File: config.mk
export PLATFORM = sky130hd
export DESIGN_NAME = exc_ctrl
export DESIGN_NICKNAME = d
export VERILOG_FILES = /design/src/rtl/exc_ctrl.sv
export SDC_FILE = /design/constraint.sdc
export NUM_CORES = 1
export LEC_CHECK = 0
export CAP_MARGIN = 20
export CORE_AREA = 2 2 128 130
export CTS_BUF_LIST = sky130_fd_sc_hd__clkbuf_4 sky130_fd_sc_hd__clkbuf_8
export DETAILED_ROUTE_END_ITERATION = 8
export DIE_AREA = 0 0 130 132
export DONT_BUFFER_PORTS = 1
export PLACE_DENSITY = 0.42
export REMOVE_ABC_BUFFERS = 1
export SLEW_MARGIN = 10
export SYNTH_ARGS = -nofsm -noshare
export SYNTH_HDL_FRONTEND = slang
export SYNTH_SLANG_ARGS = --single-unit
File: constraint.sdc
create_clock -name clk -period 1.55 [get_ports clk]
set_input_delay 0.31 -clock clk [delete_from_list [all_inputs] [get_ports clk]]
set_output_delay 0.31 -clock clk [all_outputs]
set_load 0.005 [all_outputs]
File: src/rtl/exc_ctrl.sv
// Exception controller for the LEGv8 core: takes invalid-opcode, ERET and
// external-interrupt events from decode, records return address and syndrome,
// and issues one-cycle fetch redirects to the exception vector or back to ELR.
module exc_ctrl #(
  parameter int unsigned    N          = 64,
  parameter logic [N-1:0]   EXC_VECTOR = 64'h0000_0000_0000_00D8
) (
  input  logic         clk,
  input  logic         reset,
  input  logic         Valid_ID,
  input  logic         NotAnInstr,
  input  logic         ERet,
  input  logic         ExtIRQ,
  input  logic [N-1:0] PC_ID,
  input  logic [1:0]   SysRegSel,
  output logic         Exc,
  output logic [N-1:0] EVAddr,
  output logic         ERetTaken,
  output logic         ExtIAck,
  output logic [N-1:0] ELR,
  output logic [N-1:0] ESR,
  output logic [N-1:0] SysRegOut,
  output logic         InHandler,
  output logic         Halted
);

  typedef enum logic [1:0] {StIdle, StHandler, StLocked} state_e;

  localparam logic [3:0] EscUndef = 4'h1;
  localparam logic [3:0] EscIrq   = 4'h2;
  localparam logic [3:0] EscERet  = 4'h3;

  state_e       state_q, state_d;
  logic [N-1:0] elr_q, elr_d;
  logic [3:0]   esr_q, esr_d;
  logic         exc_q, exc_d;
  logic         eret_q, eret_d;
  logic         ack_q, ack_d;
  logic         blackout_q, blackout_d;

  // Events are suppressed while a redirect pulse is flushing decode and for the
  // following blackout cycle, so the wrong-path instruction never triggers
  // anything and a still-pending IRQ is taken no earlier than 3 edges later.
  logic quiet, dec_ok, irq_ok;

  // Event qualification.
  always_comb begin
    quiet  = exc_q | eret_q | blackout_q;
    dec_ok = Valid_ID & ~quiet;
    irq_ok = ExtIRQ & ~quiet;
  end

  // Next-state, saved-context and pulse logic.
  always_comb begin
    state_d    = state_q;
    elr_d      = elr_q;
    esr_d      = esr_q;
    exc_d      = 1'b0;
    eret_d     = 1'b0;
    ack_d      = 1'b0;
    blackout_d = exc_q | eret_q;
    case (state_q)
      StIdle: begin
        if (dec_ok && NotAnInstr) begin
          elr_d   = PC_ID;
          esr_d   = EscUndef;
          exc_d   = 1'b1;
          state_d = StHandler;
        end else if (dec_ok && ERet) begin
          // ERET outside a handler is itself an exception.
          elr_d   = PC_ID;
          esr_d   = EscERet;
          exc_d   = 1'b1;
          state_d = StHandler;
        end else if (irq_ok) begin
          // PC_ID is saved even for a bubble so the instruction restarts.
          elr_d   = PC_ID;
          esr_d   = EscIrq;
          exc_d   = 1'b1;
          ack_d   = 1'b1;
          state_d = StHandler;
        end
      end
      StHandler: begin
        // Double fault wins over ERET; interrupts stay masked here.
        if (dec_ok && NotAnInstr) begin
          state_d = StLocked;
        end else if (dec_ok && ERet) begin
          eret_d  = 1'b1;
          state_d = StIdle;
        end
      end
      StLocked: begin
        state_d = StLocked;
      end
      default: begin
        state_d = StIdle;
      end
    endcase
  end

  // State and context registers with synchronous reset.
  always_ff @(posedge clk) begin
    if (reset) begin
      state_q    <= StIdle;
      elr_q      <= '0;
      esr_q      <= '0;
      exc_q      <= 1'b0;
      eret_q     <= 1'b0;
      ack_q      <= 1'b0;
      blackout_q <= 1'b0;
    end else begin
      state_q    <= state_d;
      elr_q      <= elr_d;
      esr_q      <= esr_d;
      exc_q      <= exc_d;
      eret_q     <= eret_d;
      ack_q      <= ack_d;
      blackout_q <= blackout_d;
    end
  end

  // MRS read mux reflects register contents before the current edge.
  always_comb begin
    SysRegOut = '0;
    case (SysRegSel)
      2'b00:   SysRegOut = elr_q;
      2'b01:   SysRegOut = {{(N-4){1'b0}}, esr_q};
      default: SysRegOut = '0;
    endcase
  end

  assign Exc       = exc_q;
  assign ERetTaken = eret_q;
  assign ExtIAck   = ack_q;
  assign EVAddr    = EXC_VECTOR;
  assign ELR       = elr_q;
  assign ESR       = {{(N-4){1'b0}}, esr_q};
  assign InHandler = (state_q == StHandler);
  assign Halted    = (state_q == StLocked);

endmodule

**Word level (Yosys, flattened, before mapping)**

Index checks and enable logic that the tools add are counted.

- Eq/ne operators: 5
- Reduce and logical (&&, ||, !) cells: 10
- Multiplexer cells: 17
- Bitwise gates (word level): 7

Operators with widths:

| kind | count |
|---|---|
| $mux W64 | 3 |
| $pmux W64 S2 | 1 |
| $mux W4 | 3 |
| $mux W2 | 5 |
| $pmux W2 S3 | 1 |
| $eq A2 B1 Y1 const B | 2 |
| $logic_not A2 Y1 | 2 |
| $mux W1 | 4 |
| $ne A4 B4 Y1 const B | 1 |
| $reduce_and A2 Y1 | 2 |
| $reduce_or A4 Y1 | 1 |
| $ne A3 B1 Y1 const B | 1 |
| $not A1 Y1 | 3 |
| $reduce_bool A3 Y1 | 1 |
| $reduce_or A3 Y1 | 1 |
| $and A1 B1 Y1 | 2 |
| $eq A2 B2 Y1 const B | 1 |
| $logic_and A1 B1 Y1 | 2 |
| $or A1 B1 Y1 | 2 |
| $reduce_or A2 Y1 | 1 |

- Input port bits: 72
- Output and inout port bits: 261
- Register bits after elaboration: 74

**Longest topological paths before layout**

Gate-level depths: netlist of run 1.

- Depth in word-level cells: 8
- Gate-level depth with buffers: 6

**Least setup slack after synthesis of run 1**

Ideal clock, no wire load.

- Path type: flip-flop to flip-flop
- Start point: register eret_q (netlist: ERetTaken)
- End point: register elr_q[0] (netlist: ELR[0])
- Clock period less this slack: 1.498 ns
- Data required time: 1.418 ns
- Path buffers: 2
- Path slack: 0.052 ns
- Stages on the path, launching flop included: 7
- Arrival: 1.366 ns
- Cell sequence: dfxtp_1 nor4b_4 a21oi_1 buf_4 clkbuf_2 o21ai_0 a21oi_1

- Longest elaborated chain between the ends: 7

Ends and longest elaborated chain:

| item | RTL line | source |
|---|---|---|
| start, declared | 37 | `logic eret_q, eret_d;` |
| start signal, assigned | 117 | `eret_q <= eret_d;` |
| $or A1 B1 Y1 * (2 in series) | 48 | `quiet = exc_q \| eret_q \| blackout_q;` |
| $not A1 Y1 * | 49, 50 |  |
| $and A1 B1 Y1 | 49 | `dec_ok = Valid_ID & ~quiet;` |
| $logic_and A1 B1 Y1, on equally long branches | 69, 64 |  |
| $reduce_bool A3 Y1 (no source line) / $mux W64 (equally long branches) | - |  |
| $reduce_and A2 Y1 (no source line) / $mux W64 (equally long branches) | - |  |
| end signal, assigned | 114 | `elr_q <= elr_d;` |
| end, declared | 34 | `logic [N-1:0] elr_q, elr_d;` |

Mark *: on every way between the ends. The rest lies on a longest branch, timed or not.
A chain may end at the register's enable or synchronous reset.

**Final worst setup path of run 1**

- Start point: register exc_q (netlist: Exc)
- End point: register elr_q[55] (netlist: ELR[55])

- Longest elaborated chain between the ends: 7

Ends and longest elaborated chain:

| item | RTL line | source |
|---|---|---|
| start, declared | 36 | `logic exc_q, exc_d;` |
| start signal, assigned | 108 | `exc_q <= 1'b0;` |
| start signal, assigned | 116 | `exc_q <= exc_d;` |
| $or A1 B1 Y1 * (2 in series) | 48 |  |
| $not A1 Y1 * | 49, 50 |  |
| $and A1 B1 Y1 | 49 |  |
| $logic_and A1 B1 Y1, on equally long branches | 69, 64 |  |
| $reduce_bool A3 Y1 (no source line) / $mux W64 (equally long branches) | - |  |
| $reduce_and A2 Y1 (no source line) / $mux W64 (equally long branches) | - |  |

Marked as above.

==> reports/qor.csv, run 1 <==
stage;metric;value;unit
global_route;initial antenna violation count;0;
finish;Final Util;27.0;%
global_route;met1 Use GR;14.5;%
finish;Ant. Diodes;0;
finish;cell area after layout;4240;µm²
global_route;met3 Use GR;5.24;%
sta;RSZ-0062 raised after global routing;yes;
finish;Final nets;583;
power_and_ir_drop;Worst VDD drop;0.000577;V
critical_path;critical path startpoint category;register;
yosys;Ys Warns;0;
route;vias;3237;
route;DRC;0;
place;GPL Wtd Cong;0.718;
sta;Slew Viols, Final;0;
route;Routed Antenna Nets;0;
route;Via density;4.42;
power_and_ir_drop;Pint;0.00339;W
global_route;GRT Util Overall;13.0;%
route;initial DRC count;111;
sta;Tmin final;1480;ps
yosys;Yosys reg bits;72;
clock_tree;clk slew on worst S/H paths;70;ps
global_route;largest net degree at the start of global routing;73;
clock_tree;CTS tree;yes;
critical_path;Max Fanout on Critical Path;40;
yosys;Post-Synthesis Cells;527;
critical_path;WS Path Type;register to register;
power_and_ir_drop;Lkg Pwr;1.73;nW
floorplan;DIE WIDTH;130;µm
clock_tree;CTS Buf Count;9;
sta;Setup Skew;5.13;ps
finish;area grow syn2layout;1.83;%
yosys;ys flop type;dfxtp_1;
yosys;number of enable flip-flop cells after synthesis;0;
floorplan;die area;17200;µm²
route;routed len/inst;15.9;µm
global_route;first-pass GRT wire length;17000;µm
sta;period utilization;95.7;%
clock_tree;hold buffers post-CTS;1;
place;hpwl dp;7730;µm
sta;f_max;674;MHz
power_and_ir_drop;power per standard cell area;1180;nW/µm²
yosys;top cells by area, synth;dfxtp_1 35%, buf_4 24%, and2_1 9.5%;
yosys;mean post-synth cell area;7.90;µm²
global_route;GR Util met2;22.6;%
yosys;most instantiated library cell after synthesis;buf_4;
power_and_ir_drop;clock share of power;32.9;%
yosys;area leader, netlist;dfxtp_1;
floorplan;Initial Util;26.5;%
sta;endpoints failing setup;0;
power_and_ir_drop;Sw Ratio;32.5;%
floorplan;num ports;333;
finish;fraction of layout cells with a size suffix above 1;8.91;%
place;area post-placement;3940;µm²
hold_path;worst min path class;input port to register;
power_and_ir_drop;Comb power frac;22.0;%
yosys;asr flop ratio synth;0;%
global_route;Most Crowded Layer GR;met2;
clock_tree;Worst-Skew Late Latency;350;ps
route;Total Wirelength;11600;µm
power_and_ir_drop;sw power;0.00163;W
clock_tree;CTS Buffer Depth;2;
power_and_ir_drop;Sequential Power Share;45.2;%
place;Port Buffers;0;
critical_path;crit path capture type;register;
floorplan;row cnt;46;
clock_tree;Max H-tree Level;3;
critical_path;critical path data arrival time;1730;ps
yosys;Post-Synthesis Cell Area;4160;µm²
run_status;status;complete, no violations;
global_route;vias in the first global route;2895;
run;Max-Cap Viols;0;
yosys;top cells by count, synth;131 x buf_4, 72 x dfxtp_1, 66 x a21oi_1, 64 x nand3_1, 64 x o21ai_0;
route;DRT Pass-1 Iters;6;
yosys;Synth cell types;27;
yosys;share of the synthesized area in the top cell type;34.6;%
sta;Fin. Hold Viols;0;
critical_path;CP required;1790;ps
clock_tree;root buffer cell;clkbuf_8;
yosys;register area share after synthesis;34.6;%
floorplan;die height;132;µm
clock_tree;clk sinks;72;
global_route;gr ovfl total;0;
floorplan;Core Area;15700;µm²
routing by layer:
metal	routed length, µm	vias up
met2	6110	192
li1	-	1484
met1	4410	1551
met3	973	10
met5	0	-
met4	127	0
repair_timing:
action | 4_1_cts | 5_1_grt
hold endpoints to repair | 59 | 20
pin swaps | 2 | 1
endpoints found under the setup margin | 64 | 66
cloned | 1 | 0
buffers inserted | 1 | 0
resized for setup | 5 | 26
placed cells by master, fill, tap and decap left out, drive strengths merged:
| cell | instances |
|---|---|
| clkbuf | 14 |
| nand3 | 64 |
| nor2b | 2 |
| nand2 | 1 |
| a31oi | 1 |
| a22oi | 1 |
| buf | 16 |
| a21oi | 66 |
| dfxtp | 72 |
| clkinv | 1 |
| bufinv | 1 |
| dlygate4sd3 | 1 |
| nor3 | 1 |
| or2 | 2 |
| a21o | 1 |
| and4 | 1 |
| nor4b | 3 |
| mux2i | 2 |
| a2111oi | 1 |
| nor2 | 11 |
| and2 | 63 |
| a311oi | 1 |
| conb | 126 |
| o21ai | 64 |
final cells by class:
class                           count  area [µm²]
Multi-Input combinational cell    411        2090
Tap cell                          216         270
Clock inverter                      2        35.0
Timing Repair Buffer               17         208
Sequential cell                    72        1450
Fill cell                        1730       11500
Clock buffer                       14         186
sequential cells by signal, indices dropped and copies added, names as in the netlist:
register    count
esr_q           2
ExtIAck         1
state_q         2
blackout_q      1
Exc             1
ERetTaken       1
ELR            64
per-stage QoR:
stage                     hold slack (ps)  std cells  power, W  TNS [ps]  worst slack [ps]
after floorplan                       379        483   0.00289   -122890             -1400
after global placement                387        713   0.00332     -72.7             -19.1
after detailed placement              389        713   0.00334     -2060             -64.5
after CTS                           -24.6        732   0.00511         0              5.90
after global routing                -32.5        732   0.00537      -145             -22.8
final                                18.0        732   0.00502         0              66.1
cell families (layout without fill, tap and decap cells):
family                 count (synthesis)  count (layout)  synth area share, %
AND/OR/NAND/NOR                      148             148                 20.3
multiplexers                           2               2                0.481
AO/OA/AOI/OAI                        135             135                 17.0
other                                  2             126                0.180
buffers and inverters                168              33                 27.4
flip-flops                            72              72                 34.6
power groups by stage:
stage          Clock [W]  Combinational [W]  Sequential [W]
2_1_floorplan          0           0.000653         0.00224
3_5_place_dp           0            0.00103         0.00231
3_3_place_gp           0            0.00101         0.00231
4_1_cts          0.00174            0.00110         0.00227
5_1_grt          0.00182            0.00125         0.00230
6_report         0.00165            0.00110         0.00227
final timing paths:
| kind | slack, ps | startpoint | cells after the start | end |
|---|---|---|---|---|
| setup reg to reg | 70 | Exc | 6 | ELR[55] |
| setup / recovery | 70 | Exc | 6 | ELR[55] |
| hold / removal | 20 | reset | 1 | ELR[58] |
| hold reg to reg | 510 | ELR[42] | 2 | ELR[42] |
worst max-delay path, stage by stage, from the launching register on:
cell and delay [ps]:
dfxtp_2 360, nor4b_4 290, buf_4 180, a21oi_4 70
buf_12 160, o21ai_0 180, a21oi_1 80
No activity file was read; power rests on OpenSTA's default activity.
==> run 2: changes to the inputs <==
--- a/config.mk
+++ b/config.mk
@@ -8,6 +8,7 @@
 export CAP_MARGIN = 20
 export CORE_AREA = 2 2 128 130
 export CTS_BUF_LIST = sky130_fd_sc_hd__clkbuf_4 sky130_fd_sc_hd__clkbuf_8
+export CTS_CLUSTER_DIAMETER = 60
 export DETAILED_ROUTE_END_ITERATION = 8
 export DIE_AREA = 0 0 130 132
 export DONT_BUFFER_PORTS = 1
==> results of run 2 <==
Same layout as run 1: the final DEF is identical, and so are final timing and power.
==> run 3: changes to the inputs <==
--- a/config.mk
+++ b/config.mk
@@ -5,7 +5,6 @@
 export SDC_FILE = /design/constraint.sdc
 export NUM_CORES = 1
 export LEC_CHECK = 0
-export CAP_MARGIN = 20
 export CORE_AREA = 2 2 128 130
 export CTS_BUF_LIST = sky130_fd_sc_hd__clkbuf_4 sky130_fd_sc_hd__clkbuf_8
 export CTS_CLUSTER_DIAMETER = 60
==> constraint.sdc (replaced) <==
create_clock -name clk -period 1.55 [get_ports clk]
set_input_delay 0.155 -clock clk [delete_from_list [all_inputs] [get_ports clk]]
set_output_delay 0.155 -clock clk [all_outputs]
set_load 0.005 [all_outputs]
==> reports/qor.csv, run 3 (synthesis gave the netlist of run 1 again) <==
stage;metric;value;unit
sta;Setup Skew;8.34;ps
critical_path;RR Startpoint;blackout_q;
clock_tree;Worst-Skew Late Latency;360;ps
clock_tree;root buffer cell;clkbuf_8;
sta;Tmin final;1500;ps
finish;area grow syn2layout;3.49;%
route;vias;3258;
run;Max-Cap Viols;0;
route;Routed Antenna Nets;0;
run_status;failing checks;negative hold slack;
sta;Slew Viols, Final;0;
finish;Largest register FFs;64;
clock_tree;CTS tree;yes;
finish;fillers;1718;
route;Via density;4.42;
route;Total Wirelength;11700;µm
floorplan;die height;132;µm
critical_path;crit path capture type;register;
place;post-place setup slack;-85.2;ps
floorplan;num ports;333;
place;GPL Wtd Cong;0.747;
hold_path;worst min path class;input port to register;
finish;commonest non-fill, non-tap cell in the layout;conb_1;
critical_path;critical path startpoint category;register;
power_and_ir_drop;Lkg Pwr;1.76;nW
clock_tree;CTS Buf Count;9;
route;DRC;0;
route;initial DRC count;113;
route;routed len/inst;15.9;µm
finish;Final nets;588;
sta;Fin. Hold Viols;70;
place;Port Buffers;0;
critical_path;WS Path Type;register to register;
floorplan;DIE WIDTH;130;µm
critical_path;capture point of the worst path;ELR[59];
sta;RSZ-0062 raised after global routing;yes;
finish;commonest non-fill, non-tap cells in the layout;126 x conb_1, 70 x dfxtp_1, 64 x nand3_1;
sta;period utilization;96.8;%
sta;hold_ws;-141;ps
critical_path;r2r setup slk;50;ps
clock_tree;CTS Buffer Depth;2;
floorplan;Initial Util;26.5;%
sta;endpoints failing setup;0;
global_route;gr ovfl total;0;
power_and_ir_drop;Worst VDD drop;0.000426;V
run_status;status;complete, but fails checks;
global_route;first-pass GRT wire length;16300;µm
floorplan;row cnt;46;
place;hpwl dp;7610;µm
critical_path;reg2reg end;ELR[59];
global_route;initial antenna violation count;0;
critical_path;CP required;1800;ps
clock_tree;clk sinks;72;
sta;f_max;667;MHz
finish;fraction of layout cells with a size suffix above 1;9.40;%
critical_path;critical path data arrival time;1750;ps
floorplan;die area;17200;µm²
critical_path;crit path from;blackout_q;
finish;Ant. Diodes;0;
critical_path;reg2reg path depth;6;
global_route;vias in the first global route;2908;
floorplan;Core Area;15700;µm²
clock_tree;clk slew on worst S/H paths;80;ps
global_route;GRT Util Overall;12.3;%
sta;fin worst setup slack;50.2;ps
critical_path;Max Fanout on Critical Path;40;
clock_tree;hold buffers post-CTS;3;
route;DRT Pass-1 Iters;4;
power_and_ir_drop;power per standard cell area;1170;nW/µm²
clock_tree;Max H-tree Level;3;
global_route;largest net degree at the start of global routing;73;
run 3: cell types whose count changed in the layout (fill, tap and decap cells not counted), sizes merged:
cell,before,now
dlygate4sd3,1,3
buf,16,17
clkbuf,14,15
clkinv,1,2
run 3: cell type report:
| cell class | count | area, µm² | share of cell area [%] |
|---|---|---|---|
| clock buffers | 13 | 166 | 3.86 |
| clock inverters | 3 | 40.0 | 0.930 |
| multi-input cells | 411 | 2100 | 48.8 |
| flip-flops and latches | 72 | 1440 | 33.5 |
| well taps | 216 | 270 | 6.28 |
| repair buffers | 22 | 285 | 6.62 |
run 3: metrics by stage:
step	utilization (%)	std cells	instance area [µm²]	TNS (ps)	total power (W)
after floorplan	-	483	3490	-101900	0.00289
after global placement	25.2	714	3960	-105	0.00335
after detailed placement	25.2	714	3960	-2480	0.00335
after CTS	26.9	734	4220	0	0.00502
after global routing	27.4	737	4310	-1200	0.00538
final	27.4	737	4310	0	0.00504
run 3: critical path: stages (launching register included):
cell and delay, ps:
dfxtp_1 360, nor4b_4 320, buf_4 180, a21oi_4 70, buf_12 180, o21ai_0 180, a21oi_1 80
run 3: power breakdown:
group	leakage (nW)	switching [W]	internal, W
sequential	0.592	0.000206	0.00206
clock	0.110	0.000732	0.000864
combinational	1.06	0.000739	0.000437
total	1.76	0.00168	0.00336
run 3: layer usage:
metal,wire length (µm),vias to the layer above,global-route usage (%)
met2,5950,189,21.1
li1,-,1500,-
met4,184,0,5.32
met3,927,12,3.86
met1,4650,1557,13.8
met5,0,-,0
run 3: worst min path at each step:
stage	startpoint	endpoint	slack (ps)	cells past startpoint
finish	reset	ELR[58]	-140	1
global route	reset	ELR[23]	-180	1
CTS	reset	ELR[58]	-180	1
detailed placement	reset	ELR[12]	230	1
global placement	reset	ELR[58]	230	1
floorplan	reset	ELR[0]	220	1
run 3: what timing repair did:
item                                    CTS  global route
pin swaps                                 1             1
setup buffers                             1             0
gates cloned                              0             3
endpoints found under the setup margin   60            65
gates resized for setup                   2            36
hold endpoints to repair                 72            70
